`config.mk`:
```
export PLATFORM = sky130hd
export DESIGN_NAME = sound_synth
export DESIGN_NICKNAME = d
export VERILOG_FILES = /design/src/rtl/sound_synth.sv
export SDC_FILE = /design/constraint.sdc
export NUM_CORES = 1
export LEC_CHECK = 0
export CAP_MARGIN = 20
export CORE_MARGIN = 1.5
export CORE_UTILIZATION = 50
export CTS_CLUSTER_DIAMETER = 40
export DETAILED_ROUTE_END_ITERATION = 6
export HOLD_SLACK_MARGIN = 0.02
export MAX_ROUTING_LAYER = met4
export PLACE_DENSITY = 0.67
export SYNTH_ARGS = -nofsm -noshare
export SYNTH_HDL_FRONTEND = slang
export SYNTH_SLANG_ARGS = --single-unit
```
`constraint.sdc`:
```
create_clock -name clk -period 12 [get_ports clk]
set_input_delay 2.4 -clock clk [delete_from_list [all_inputs] [get_ports clk]]
set_output_delay 2.4 -clock clk [all_outputs]
set_load 0.03 [all_outputs]
```
`src/rtl/sound_synth.sv`:
```
// Multi-channel tone/noise generator: per-channel period, duty, volume, decay
// envelope and LFSR noise, mixed into a signed sample registered on sample_tick.
module sound_synth #(
    parameter int NUM_CH     = 4,
    parameter int PERIOD_W   = 16,
    parameter int VOL_W      = 5,
    parameter int SAMPLE_W   = 24,
    parameter int PERIOD_RST = 14205,
    localparam int CH_W      = (NUM_CH > 1) ? $clog2(NUM_CH) : 1
) (
    input  logic                clk,
    input  logic                rst_n,
    input  logic                wr_en,
    input  logic [CH_W-1:0]     wr_ch,
    input  logic [2:0]          wr_reg,
    input  logic [7:0]          wr_data,
    input  logic                sample_tick,
    output logic [SAMPLE_W-1:0] sample,
    output logic                sample_valid,
    output logic [NUM_CH-1:0]   ch_active
);

    localparam int AMP_SHIFT = SAMPLE_W - 1 - VOL_W - CH_W;

    typedef enum logic [2:0] {
        REG_PER_LO = 3'd0,
        REG_PER_HI = 3'd1,
        REG_VOLUME = 3'd2,
        REG_DUTY   = 3'd3,
        REG_DECAY  = 3'd4,
        REG_CTRL   = 3'd5
    } reg_sel_e;

    logic                wr_ok;
    logic [SAMPLE_W-1:0] ch_val [NUM_CH];
    logic [NUM_CH-1:0]   active_now;
    logic [SAMPLE_W-1:0] mix;

    assign wr_ok = wr_en && ({1'b0, wr_ch} < (CH_W+1)'(NUM_CH));

    for (genvar g = 0; g < NUM_CH; g++) begin : g_ch
        logic [PERIOD_W-1:0] period;
        logic [PERIOD_W-1:0] phase;
        logic [2:0]          duty;
        logic [2:0]          step;
        logic [VOL_W-1:0]    volume;
        logic [VOL_W-1:0]    level;
        logic [7:0]          decay;
        logic [7:0]          env_cnt;
        logic                enable;
        logic [14:0]         lfsr;
        logic                sel;
        logic                key_on;
        logic                high;
        logic [SAMPLE_W-1:0] amp;

        assign sel    = wr_ok && (wr_ch == CH_W'(g));
        assign key_on = sel && (wr_reg == REG_CTRL) && wr_data[1];

        always_ff @(posedge clk or negedge rst_n) begin
            if (!rst_n) begin
                period  <= PERIOD_W'(PERIOD_RST);
                duty    <= 3'd3;
                volume  <= '0;
                level   <= '0;
                decay   <= '0;
                enable  <= 1'b1;
                phase   <= '0;
                step    <= '0;
                env_cnt <= '0;
                lfsr    <= '1;
            end else begin
                if (key_on) begin
                    phase   <= '0;
                    step    <= '0;
                    lfsr    <= '1;
                    level   <= volume;
                    env_cnt <= '0;
                end else begin
                    // >= so a period shrunk below the current phase ends the step next clk
                    if (enable) begin
                        if (phase >= period) begin
                            phase <= '0;
                            step  <= step + 3'd1;
                            lfsr  <= {lfsr[0] ^ lfsr[1], lfsr[14:1]};
                        end else begin
                            phase <= phase + PERIOD_W'(1);
                        end
                    end
                    if (sample_tick && enable && (decay != 8'd0)) begin
                        if (env_cnt + 8'd1 == decay) begin
                            env_cnt <= '0;
                            if (level != '0)
                                level <= level - VOL_W'(1);
                        end else begin
                            env_cnt <= env_cnt + 8'd1;
                        end
                    end
                end
                if (sel) begin
                    case (wr_reg)
                        REG_PER_LO: period[7:0]          <= wr_data;
                        REG_PER_HI: period[PERIOD_W-1:8] <= wr_data[PERIOD_W-9:0];
                        REG_VOLUME: begin
                            volume <= wr_data[VOL_W-1:0];
                            level  <= wr_data[VOL_W-1:0];
                        end
                        REG_DUTY:   duty   <= wr_data[2:0];
                        REG_DECAY:  decay  <= wr_data;
                        REG_CTRL:   enable <= wr_data[0];
                        default: ;
                    endcase
                end
            end
        end

        assign high          = (duty == 3'd7) ? lfsr[0] : (step <= duty);
        assign amp           = SAMPLE_W'(level) << AMP_SHIFT;
        assign ch_val[g]     = !enable ? '0 : (high ? amp : ('0 - amp));
        assign active_now[g] = enable && (level != '0);
    end

    always_comb begin
        mix = '0;
        for (int unsigned i = 0; i < NUM_CH; i++)
            mix = mix + ch_val[i];
    end

    always_ff @(posedge clk or negedge rst_n) begin
        if (!rst_n) begin
            sample       <= '0;
            sample_valid <= 1'b0;
            ch_active    <= '0;
        end else begin
            sample_valid <= sample_tick;
            if (sample_tick)
                sample <= mix;
            ch_active <= active_now;
        end
    end

endmodule

```
==> qor.yml, run 1 <==
ioPinCount: 46
synth-main-ff-cell: "dfrtp_1"
outcome: "finished, final reports clean"
cts_made_buffers: 54
globalRouteOverflowTotal: 0
path_class: "in -> reg"
register_area_um2: 8480
die_h_um: 197
multi_input_area_um2: 9530
area.growth.synth_to_final_pct: 14.0
htree_levels: 2
max_stage_delay_ns: 0.71
synth_warnings: 0
grt_start_max_net_pins: 124
fin_skew_ns: 0.0265
ir_drop_mv: 0.158
post-synth-top-count-cell: "dfrtp_1"
drtPass1Iterations: 5
die_width_um: 197
ys_seq_area_frac: 0.449
synth_cell_types: 91
holdBufCountCts: 0
powerDensity_nw_per_um2: 232
dp_hpwl_um: 28000
clock-sinks: 333
wl_um: 42400
relSlewSlack: 0.310
rows: 70
endpoint_kind: "register"
coreArea_um2: 36900
p_leak_nw: 9.69
drtAntennaViolNets: 0
cts_tree: "built"
fmax_mhz: 197
crit_path_frequent_cell: "buf_4"
vias: 14100
synthTopCellsByArea: "dfrtp_1, dfstp_2, mux2_2"
root_buffer: "clkbuf_16"
viasPerCell: 5.57
cp_max_fo: 33
yosys-top-cells-count: "dfrtp_1, nand2_1, nor2_1"
die-area_um2: 38900
synth_area_um2: 18900
finalCritPeriodShare: 0.423
layout.nets: 2115
antenna_found_initial: 3
clk_latency_ns: 0.59
routedWlPerCell_um: 16.7
post_cts_buffers: 0
cts_max_path_buffers: 3
port_buffers: 29
slew_violations: 0
drive_gt1_frac: 0.192
start_kind: "input pin"
path_clk_slew_ns: 0.06
synthCells: 1948
worstMarginPinSlew_ns: 1.03
ys_ff_latch: 333
synth_top_cell_by_area: "dfrtp_1"
hold_class: "reg -> reg"
worst_ep_arrival_time_ns: 5.53
hold_viol: 0
setup_viol: 0
gp_congestion: 0.871
grt_pass1_vias: 14000
drt_iter0_markers: 907
fin_tns_setup_ns: 0
grt_usage: 0.233
rsz0062_at_grt: "no"
crit_required_ns: 12.46
fillerInstances: 3098
setup_ws_ns: 6.93
yosysTopAreaCellShare: 0.288
period_needed_ns: 5.07
synth_edf_count: 0
syn_avg_cell_area_um2: 9.69
drc: 0
post_cts_resized: 0
async_flop_share: 1.00
cpMaxStageDelayCell: "nand3_1"
cp_cell_sequence: "clkdlybuf4s50_1 > buf_4 > nand4b_2 > nor2_2 > buf_4 > a211oi_2 > o21ai_0 > nand3_1 > nor3_1 > a21oi_1"
cap_viol_max_count: 0
start_util: 0.512
grt_pass1_wl_um: 70800
place_ws_ns: 6.45
==> where the power goes <==
| group | switching [mW] | internal, mW | total (mW) |
|---|---|---|---|
| Sequential | 0.266 | 1.53 | 1.79 |
| Clock | 0.597 | 1.03 | 1.63 |
| Combinational | 0.862 | 0.721 | 1.58 |
==> metrics by stage <==
stage                     instance area, µm²  std cells  power, mW  hold WS (ns)   util
after floorplan                        18900       1963       2.96         0.440      -
after global routing                   21500       2533       5.36         0.497  0.584
after detailed placement               19600       2430       3.38         0.458  0.531
final                                  21500       2533       5.00         0.473  0.584
after global placement                 19600       2430       3.31         0.453  0.531
after CTS                              21500       2531       5.05         0.472  0.583
==> layer usage <==
metal	global-route usage	part of all wire	up-vias
met5	-	0	-
met4	0.0597	0.016	0
met3	0.0440	0.047	60
met2	0.370	0.47	253
met1	0.307	0.46	6937
li1	-	-	6855
==> final timing paths <==
check / from / cells after the start / to / slack, ns
worst max-delay path: wr_data[1] / 10 / g_ch[2].lfsr[5] / 6.93
worst min-delay path: g_ch[1].volume[0] / 2 / g_ch[1].volume[0] / 0.47
worst max register to register: g_ch[3].duty[1] / 21 / sample[23] / 6.99
worst min register to register: g_ch[1].volume[0] / 2 / g_ch[1].volume[0] / 0.47
max in group asynchronous: rst_n / 3 / g_ch[1].decay[1] / 7.73
min in group asynchronous: rst_n / 1 / g_ch[0].phase[6] / 1.92
==> worst max-delay path, delay by kind of cell <==
kind	cells	cell delay (ns)
AOI/OAI and AO/OA	3	0.36
buffers and inverters	3	1.11
and+or+nand+nor	4	1.61
==> logic make-up (layout without fill, tap and decap cells) <==
kind of cell | after synthesis | in the layout | share of synthesized area
other | 1 | 18 | 0.000199
XOR/XNOR | 94 | 94 | 0.0443
AO/OA/AOI/OAI | 359 | 359 | 0.121
buffers and inverters | 226 | 290 | 0.0505
flip-flops | 333 | 333 | 0.449
AND/OR/NAND/NOR | 693 | 693 | 0.178
adder cells (fa/ha/maj) | 116 | 116 | 0.0820
multiplexers | 126 | 126 | 0.0745
==> cell usage in the layout (no fill, tap or decap), types with 8 or more instances in the layout <==
master / synthesis / routed
a211oi_1: 8 / 8
a21o_1: 19 / 19
a21oi_1: 117 / 117
a22o_1: 27 / 27
a31oi_1: 9 / 9
and3_1: 26 / 26
buf_4: 16 / 18
bufinv_16: 0 / 8
clkbuf_16: 0 / 55
clkdlybuf4s50_1: 0 / 28
clkinv_4: 0 / 8
conb_1: 1 / 16
dfrtp_1: 217 / 217
dfstp_2: 116 / 116
fa_1: 13 / 13
ha_1: 103 / 103
inv_1: 140 / 140
mux2_2: 116 / 116
mux2i_1: 10 / 10
nand2_1: 205 / 205
nand2b_1: 17 / 17
nand3_1: 62 / 62
nand3b_1: 8 / 8
nand4_1: 19 / 19
nor2_1: 170 / 168
nor2b_1: 29 / 29
nor3_1: 80 / 80
nor4_1: 9 / 9
o211ai_1: 15 / 15
o21a_1: 10 / 10
o21ai_0: 87 / 87
o22ai_1: 10 / 10
or3_1: 15 / 15
xnor2_1: 52 / 52
xor2_1: 41 / 41
==> sequential cells by signal, summed over array words and instances (netlist names) <==
signal	flops
g_ch.level	20
g_ch.volume	20
g_ch.decay	32
sample	8
g_ch.enable	4
g_ch.lfsr	60
g_ch.env_cnt	32
sample_valid	1
g_ch.step	12
g_ch.phase	64
g_ch.duty	12
g_ch.period	64
ch_active	4
==> final cells by class <==
cell class              count  area share
clock buffers              60      0.0653
repair buffers             47      0.0200
clock inverters            41      0.0238
multi-input cells        1404       0.443
well taps                 504      0.0293
diodes                      2    0.000233
flip-flops and latches    333       0.394
inverters                 142      0.0248
(Power assumes the default switching activity.)
==> inputs of run 2 (changes only) <==
--- a/config.mk
+++ b/config.mk
@@ -12,7 +12,7 @@
 export DETAILED_ROUTE_END_ITERATION = 6
 export HOLD_SLACK_MARGIN = 0.02
 export MAX_ROUTING_LAYER = met4
-export PLACE_DENSITY = 0.67
+export PLACE_DENSITY = 0.69
 export SYNTH_ARGS = -nofsm -noshare
 export SYNTH_HDL_FRONTEND = slang
 export SYNTH_SLANG_ARGS = --single-unit
==> constraint.sdc (replaced) <==
create_clock -name clk -period 4.3 [get_ports clk]
set_input_delay 0.86 -clock clk [delete_from_list [all_inputs] [get_ports clk]]
set_output_delay 0.86 -clock clk [all_outputs]
set_load 0.03 [all_outputs]
==> qor.yml, run 2 (synthesized netlist as in run 1, its figures left out) <==
die_h_um: 197  # unchanged
drt_iter0_markers: 923  # +1.8%
p_leak_nw: 9.78  # +1.0%
grtUsageMet3: 0.0362  # -0.00785
grt_pass1_vias: 14200  # +1.5%
grt-busiest-layer: "met2"
drtPass1Iterations: 6  # +1
ir_drop_mv: 0.335  # +110%
cp_max_fo: 6  # -82%
hold_viol: 0  # unchanged
rows: 70  # unchanged
ioPinCount: 46  # unchanged
fin_tns_setup_ns: 0  # unchanged
relSlewSlack: 0.344  # +0.0346
gp_congestion: 0.924  # +6.1%
reg_top3: "g_ch.period (64), g_ch.phase (64), g_ch.lfsr (60)"
clock-sinks: 333  # unchanged
startpoint: "g_ch[2].duty[1]"
final_cells: 2554  # +0.83%
holdBufCountCts: 0  # unchanged
fin_skew_ns: 0.0295  # +0.00300 ns
grt_pass1_wl_um: 72300  # +2.1%
place_area_um2: 19800  # +0.80%
setup_ws_ns: 0.0557  # -6.87 ns
cap_viol_max_count: 0  # unchanged
globalRouteOverflowTotal: 0  # unchanged
die-area_um2: 38900  # unchanged
path_clk_slew_ns: 0.05  # about the same
utilization: 0.590  # +0.00645
fillerInstances: 3074  # -0.77%
grt_start_max_net_pins: 92  # -26%
slew_violations: 0  # unchanged
met1_usage: 0.308  # +0.000882
port_buffers: 29  # unchanged
htree_levels: 2  # unchanged
root_buffer: "clkbuf_16"
antenna_found_initial: 2  # -1
viasPerCell: 5.61  # +0.67%
start_util: 0.512  # unchanged
hold_class: "in -> async"
layout.nets: 2138  # +1.1%
wl_um: 43200  # +2.0%
grt_usage: 0.237  # +0.00438
die_width_um: 197  # unchanged
mostFrequentLayoutCells: "dfrtp_1, nand2_1, nor2_1, inv_1, dfstp_2"
start_kind: "register"
fmax_mhz: 236
area.growth.synth_to_final_pct: 15.2
endpoint_kind: "register"
finalPower_mw: 14.2  # +180%
clk_latency_ns: 0.60  # about the same
fin_hold_ws_ns: 0.238  # -0.235 ns
setup_viol: 0  # unchanged
cts_max_path_buffers: 3  # unchanged
drc: 0  # unchanged
finalInstanceArea_um2: 21800  # +1.1%
cts_made_buffers: 53  # -1.9%
mostFrequentLayoutCell: "dfrtp_1"
worst_ep_arrival_time_ns: 4.70  # -0.83 ns
r2r_start: "g_ch[2].duty[1]"
outcome: "finished, final reports clean"
path_class: "reg -> reg"
drtAntennaViolNets: 0  # unchanged
crit_required_ns: 4.75  # -7.71 ns
finalCritPeriodShare: 0.987
powerDensity_nw_per_um2: 654  # +180%
grt_use_met2: 0.380  # +0.00952
drive_gt1_frac: 0.212  # +0.0204
dp_hpwl_um: 29100  # +4.0%
dp.cells: 2445  # +0.62%
period_needed_ns: 4.24
coreArea_um2: 36900  # unchanged
cts_tree: "built"
routedWlPerCell_um: 16.9  # +1.2%
worstMarginPinSlew_ns: 0.981  # -0.0517 ns
rsz0062_at_grt: "yes"
place_ws_ns: -0.201  # -6.65 ns
vias: 14300  # +1.5%
-- run 2: cell types whose count changed in the layout (fill, tap and decap cells not counted), moves of 4 or more --
cell / delta
inv_2: +8
buf_4: +19
clkbuf_1: +6
inv_1: -8
a21oi_1: -4
ha_1: -6
a21oi_2: +4
clkbuf_8: +4
ha_4: +5
-- run 2: power by group --
part | leakage (nW) | switching (mW) | internal [mW]
clock network | 0.874 | 1.59 | 2.74
registers | 4.03 | 0.772 | 4.26
logic | 4.88 | 2.52 | 2.35
-- run 2: repair_timing --
action                     4_1_cts  5_1_grt
setup endpoints to repair        4        4
pin swaps                       22       21
gates resized for setup         13       18
buffers inserted                 3        5
cloned                           0        0
-- run 2: per-layer routing --
layer	up-vias	part of all wire	wire length (µm)
met4	0	0.026	1130
met2	295	0.47	20400
met5	-	0	0
met3	78	0.046	2000
met1	7057	0.46	19700
li1	6887	-	-
-- run 2: worst max-delay path, cell delays in order, from the launching register on --
cell and delay (ns):
dfstp_2 0.54, inv_2 0.06, ha_4 0.26, nor2b_4 0.11, o21a_1 0.14, o211ai_1 0.11, o21ai_2 0.16, buf_4 0.18
nor2_2 0.04, a21oi_2 0.11, nor2b_1 0.07, fa_1 0.49, inv_2 0.04, fa_1 0.47, inv_1 0.05, ha_2 0.19
fa_2 0.34, a21o_1 0.17, a21oi_2 0.15, o21bai_1 0.07, a21oi_1 0.17, xnor2_1 0.13, a21oi_1 0.08
-- run 2: layout make-up --
class / instances / area [µm²] / share of cell area
sequential: 333 / 8480 / 0.390
antenna: 1 / 2.50 / 0.000115
clock inverter: 31 / 380 / 0.0175
inverter: 142 / 533 / 0.0245
tap: 504 / 631 / 0.0290
multi-input combinational: 1404 / 9660 / 0.444
timing repair buffer: 71 / 644 / 0.0296
clock buffer: 68 / 1430 / 0.0658
-- run 2: final timing paths --
path	end	slack, ns	cells after the start
max	sample[23]	0.06	22
max reg2reg	sample[23]	0.06	22
min reg2reg	g_ch[2].volume[0]	0.47	2
min	g_ch[0].phase[3]	0.24	1
min in group clk	g_ch[2].volume[0]	0.47	2
max in group asynchronous	g_ch[3].period[13]	3.01	2
==> inputs of run 3 (changes only) <==
--- a/config.mk
+++ b/config.mk
@@ -8,7 +8,7 @@
 export CAP_MARGIN = 20
 export CORE_MARGIN = 1.5
 export CORE_UTILIZATION = 50
-export CTS_CLUSTER_DIAMETER = 40
+export CTS_CLUSTER_DIAMETER = 80
 export DETAILED_ROUTE_END_ITERATION = 6
 export HOLD_SLACK_MARGIN = 0.02
 export MAX_ROUTING_LAYER = met4
==> qor.yml, run 3 (synthesized netlist as in run 1, its figures left out) <==
endpoint_kind: "register"
multi_input_area_um2: 9660  # unchanged
fmax_mhz: 237  # +0.75%
wl_um: 42000  # -2.7%
drtAntennaViolNets: 0  # unchanged
finalCritPeriodShare: 0.980  # -0.00731
viasPerCell: 5.58  # -0.50%
mostFrequentLayoutCell: "dfrtp_1"
grt_pass1_wl_um: 70600  # -2.3%
antenna_found_initial: 3  # +1
drt_iter0_markers: 956  # +3.6%
cpMaxStageDelayCell: "dfstp_2"
globalRouteOverflowTotal: 0  # unchanged
fillerInstances: 3119  # +1.5%
rows: 70  # unchanged
fin_skew_ns: 0.0283  # -0.00123 ns
grt_pass1_vias: 13900  # -2.1%
grt_start_max_net_pins: 92  # unchanged
start_util: 0.512  # unchanged
htree_levels: 2  # unchanged
die-area_um2: 38900  # unchanged
max_stage_delay_ns: 0.53  # about the same
dp_hpwl_um: 29100  # unchanged
grt_usage: 0.232  # -0.00545
root_buffer: "clkbuf_16"
clk_latency_ns: 0.55  # -0.05 ns
relSlewSlack: 0.333  # -0.0108
cts_tree: "built"
period_needed_ns: 4.21  # -0.0315 ns
ir_drop_mv: 0.332  # -0.90%
reg_top3: "g_ch.period (64), g_ch.phase (64), g_ch.lfsr (60)"
path_clk_slew_ns: 0.06  # about the same
port_buffers: 29  # unchanged
rsz0062_at_grt: "yes"
cp_cell_sequence: "inv_2 > ha_4 > nor2b_4 > o21a_1 > o211ai_1 > o21ai_2 > buf_4 > o21ai_1 > and2_4 > fa_1 > inv_2 > fa_1 > inv_1 > ha_2 > fa_2 > a21o_1 > a21oi_2 > o21bai_1 > a21oi_1 > xnor2_1 > a21oi_1"
mostFrequentLayoutCells: "dfrtp_1, nand2_1, nor2_1, inv_1, dfstp_2"
start_kind: "register"
die_h_um: 197  # unchanged
ioPinCount: 46  # unchanged
gp_congestion: 0.924  # unchanged
path_class: "reg -> reg"
drtPass1Iterations: 6  # unchanged
hold_class: "in -> async"
powerDensity_nw_per_um2: 622  # -5.0%
finalPower_mw: 13.2  # -7.3%
routedWlPerCell_um: 16.7  # -1.6%
register_area_um2: 8480  # unchanged
hold_viol: 0  # unchanged
drc: 0  # unchanged
vias: 14100  # -1.7%
area.growth.synth_to_final_pct: 12.4
cap_viol_max_count: 0  # unchanged
die_width_um: 197  # unchanged
cts_made_buffers: 38  # -28%
cts_max_path_buffers: 3  # unchanged
coreArea_um2: 36900  # unchanged
worstMarginPinSlew_ns: 0.997  # +0.0161 ns
worst_ep_arrival_time_ns: 4.62  # -0.08 ns
layout.nets: 2122  # -0.75%
outcome: "finished, final reports clean"
setup_viol: 0  # unchanged
clock-sinks: 333  # unchanged
utilization: 0.576  # -0.0144
cp_max_fo: 5  # -1
slew_violations: 0  # unchanged
crit_required_ns: 4.70  # -0.05 ns
drive_gt1_frac: 0.202  # -0.0106
p_leak_nw: 9.53  # -2.6%
[run 3: cell count changes in the layout (fill, tap and decap cells not counted), moves of 2 or more]
cell       change
clkinv_4       -5
clkbuf_16     -14
clkbuf_1       -3
inv_6          -8
bufinv_16      -2
clkinv_2       +3
[run 3: area by class of cell]
cell class,instances,share of cell area
diodes,2,0.000236
well taps,504,0.0297
clock inverters,17,0.00955
repair buffers,70,0.0300
multi-input cells,1404,0.455
flip-flops and latches,333,0.399
clock buffers,52,0.0511
inverters,142,0.0251
[run 3: path summary, 6_finish.rpt]
check	from	to	depth (start not counted)	slack, ns
worst max register to register	g_ch[3].duty[1]	sample[23]	21	0.09
worst min-delay path	rst_n	g_ch[0].phase[3]	1	0.32
worst min register to register	g_ch[3].volume[0]	g_ch[3].volume[0]	2	0.47
max in group asynchronous	rst_n	g_ch[3].lfsr[6]	2	3.00
min in group clk	g_ch[3].volume[0]	g_ch[3].volume[0]	2	0.47
worst max-delay path	g_ch[3].duty[1]	sample[23]	21	0.09
[run 3: critical path, delay by kind of cell (launching register included)]
kind	cells	cell delay (ns)
AO/OA/AOI/OAI	9	1.03
XOR/XNOR	1	0.13
adder cells (fa/ha/maj)	5	1.77
buffers and inverters	4	0.31
flip-flops	1	0.53
AND/OR/NAND/NOR	2	0.30
[run 3: timing repair]
item	in CTS	in global routing
hold buffers	0	0
pin swaps	22	21
setup buffers	3	5
resized for setup	13	18
endpoints found under the setup margin	4	4
[run 3: per-layer routing]
metal | GRT usage | part of all wire
met1 | 0.303 | 0.45
met2 | 0.367 | 0.47
met3 | 0.0377 | 0.051
met4 | 0.0789 | 0.024
met5 | - | 0
[run 3: metrics by stage]
step	std cells	setup slack (ns)	cell area, µm²	hold slack (ns)	setup TNS, ns
after floorplan	1963	0.0300	18900	0.440	0
after global placement	2443	-0.0865	19700	0.452	-0.223
after detailed placement	2445	-0.201	19800	0.458	-0.635
after CTS	2517	0.00599	21100	0.335	0
after global routing	2524	-0.171	21200	0.373	-0.376
final	2524	0.0871	21200	0.319	0
[run 3: report_power, final]
part	leakage (nW)	total (mW)	switching, mW	internal [mW]
sequential	4.03	5.02	0.765	4.25
clock	0.625	3.34	1.32	2.01
combinational	4.88	4.84	2.50	2.34
total	9.53	13.2	4.59	8.61
==> patch: new RTL, settings of run 3 <==
Make the reset (`rst_n`) synchronous in 2 clocked blocks.
--- a/src/rtl/sound_synth.sv
+++ b/src/rtl/sound_synth.sv
@@ -57,7 +57,7 @@
         assign sel    = wr_ok && (wr_ch == CH_W'(g));
         assign key_on = sel && (wr_reg == REG_CTRL) && wr_data[1];
 
-        always_ff @(posedge clk or negedge rst_n) begin
+        always_ff @(posedge clk) begin
             if (!rst_n) begin
                 period  <= PERIOD_W'(PERIOD_RST);
                 duty    <= 3'd3;
@@ -126,7 +126,7 @@
             mix = mix + ch_val[i];
     end
 
-    always_ff @(posedge clk or negedge rst_n) begin
+    always_ff @(posedge clk) begin
         if (!rst_n) begin
             sample       <= '0;
             sample_valid <= 1'b0;
Function: not settled (the Yosys comparison gave no result); the edit may change what the design does.
==> patch against run 3 <==
  * Via count rose by 2.9%
  * Setup slack improved by 39 ps
  * Critical endpoint is now sample[23]
  * Sequential cell count did not move
  * Critical path type unchanged
  * Area after synthesis fell by 8.1%
  * Highest routed layer unchanged
  * Non-clock buffer count rose by 6
  * Global-route usage rose by 0.20 points
  * Final cell count rose by 3.4%
  * Cell area fell by 7.7%
  * Wire length fell by 2.5%
Power is not compared: it rests on default switching activity, and its combinational part moved more than twofold at a synthesized area within 25%.
==> patch: results (changes against run 3) <==
initial drt markers=845 (was 956); met1 usage=29.9% (was 30.3%); Worst Setup EP=sample[23] (unchanged); Top FF cell, synth=dfxtp_1 (was dfrtp_1); number of global-route vias before repair=13469 (was 13948); initial antenna violation count=4 (was 3); dpl cells=2531 (was 2445); fraction of area in multi-input gates=49.9% (was 45.5%); Synth area leaders=dfxtp_1 (38%), ha_1 (7.4%), nand2_1 (7.1%) (was dfrtp_1 (29%), dfstp_2 (16%), mux2_2 (6.9%)); Setup Skew=24.0 ps (was 28.3 ps); Metal-1 WL=18.9 mm (was 19.1 mm); sequential fraction of the synthesis area=38.4% (was 44.9%); post-layout util=57.0% (was 57.6%); worst path arrival time=4610 ps (was 4620 ps); area occupied by multi-input gates=9780 um2 (was 9660 um2); outcome=complete, no violations (unchanged); vias per inst=5.55 (was 5.58); area post-placement=18000 um2 (was 19800 um2); DR vias=14493 (was 14078); clkbuf count=45 (was 52); R2R setup slack=130 ps (was 90 ps); largest net degree at the start of global routing=94 (was 92); Clock-cell share=7.01% (was 6.07%); nonclk buf count=76 (was 70); Met3 Wirelength=2.27 mm (was 2.13 mm); met2 WL post-DR=19.1 mm (was 19.8 mm); post-CTS setup buffers=0 (was 3)
[patch: cell count changes after synthesis, moves of 31 or more]
cell and delta:
nor3_1 -35, a21oi_1 +31, nand3_1 +63, mux2i_1 +65, dfstp_2 -116, mux2_2 -114, nand2_1 +121, dfxtp_1 +333
dfrtp_1 -217
[patch: critical path, cell delays in order, from the launching register on]
cell	delay, ps
dfxtp_2	340
inv_2	50
ha_4	260
nor2b_4	130
o21a_1	110
o211ai_1	100
o21ai_2	150
buf_4	170
nand2_2	50
o21ai_1	80
nand2_1	90
fa_1	560
inv_2	40
fa_1	500
ha_4	190
fa_2	380
a21o_1	200
a21oi_2	150
o21bai_1	70
a21oi_1	170
xnor2_1	80
a211oi_1	180
[patch: kinds of logic (layout without fill, tap and decap cells)]
family	count (synthesis)	after routing	synth area share (%)
simple gates	820	820	21.7
flops	333	333	38.4
buf+inv	262	288	6.34
other cells	1	20	0.0216
mux	79	79	4.61
xor+xnor	128	128	6.46
compound gates	371	371	13.5
fa+ha+maj	116	116	8.93
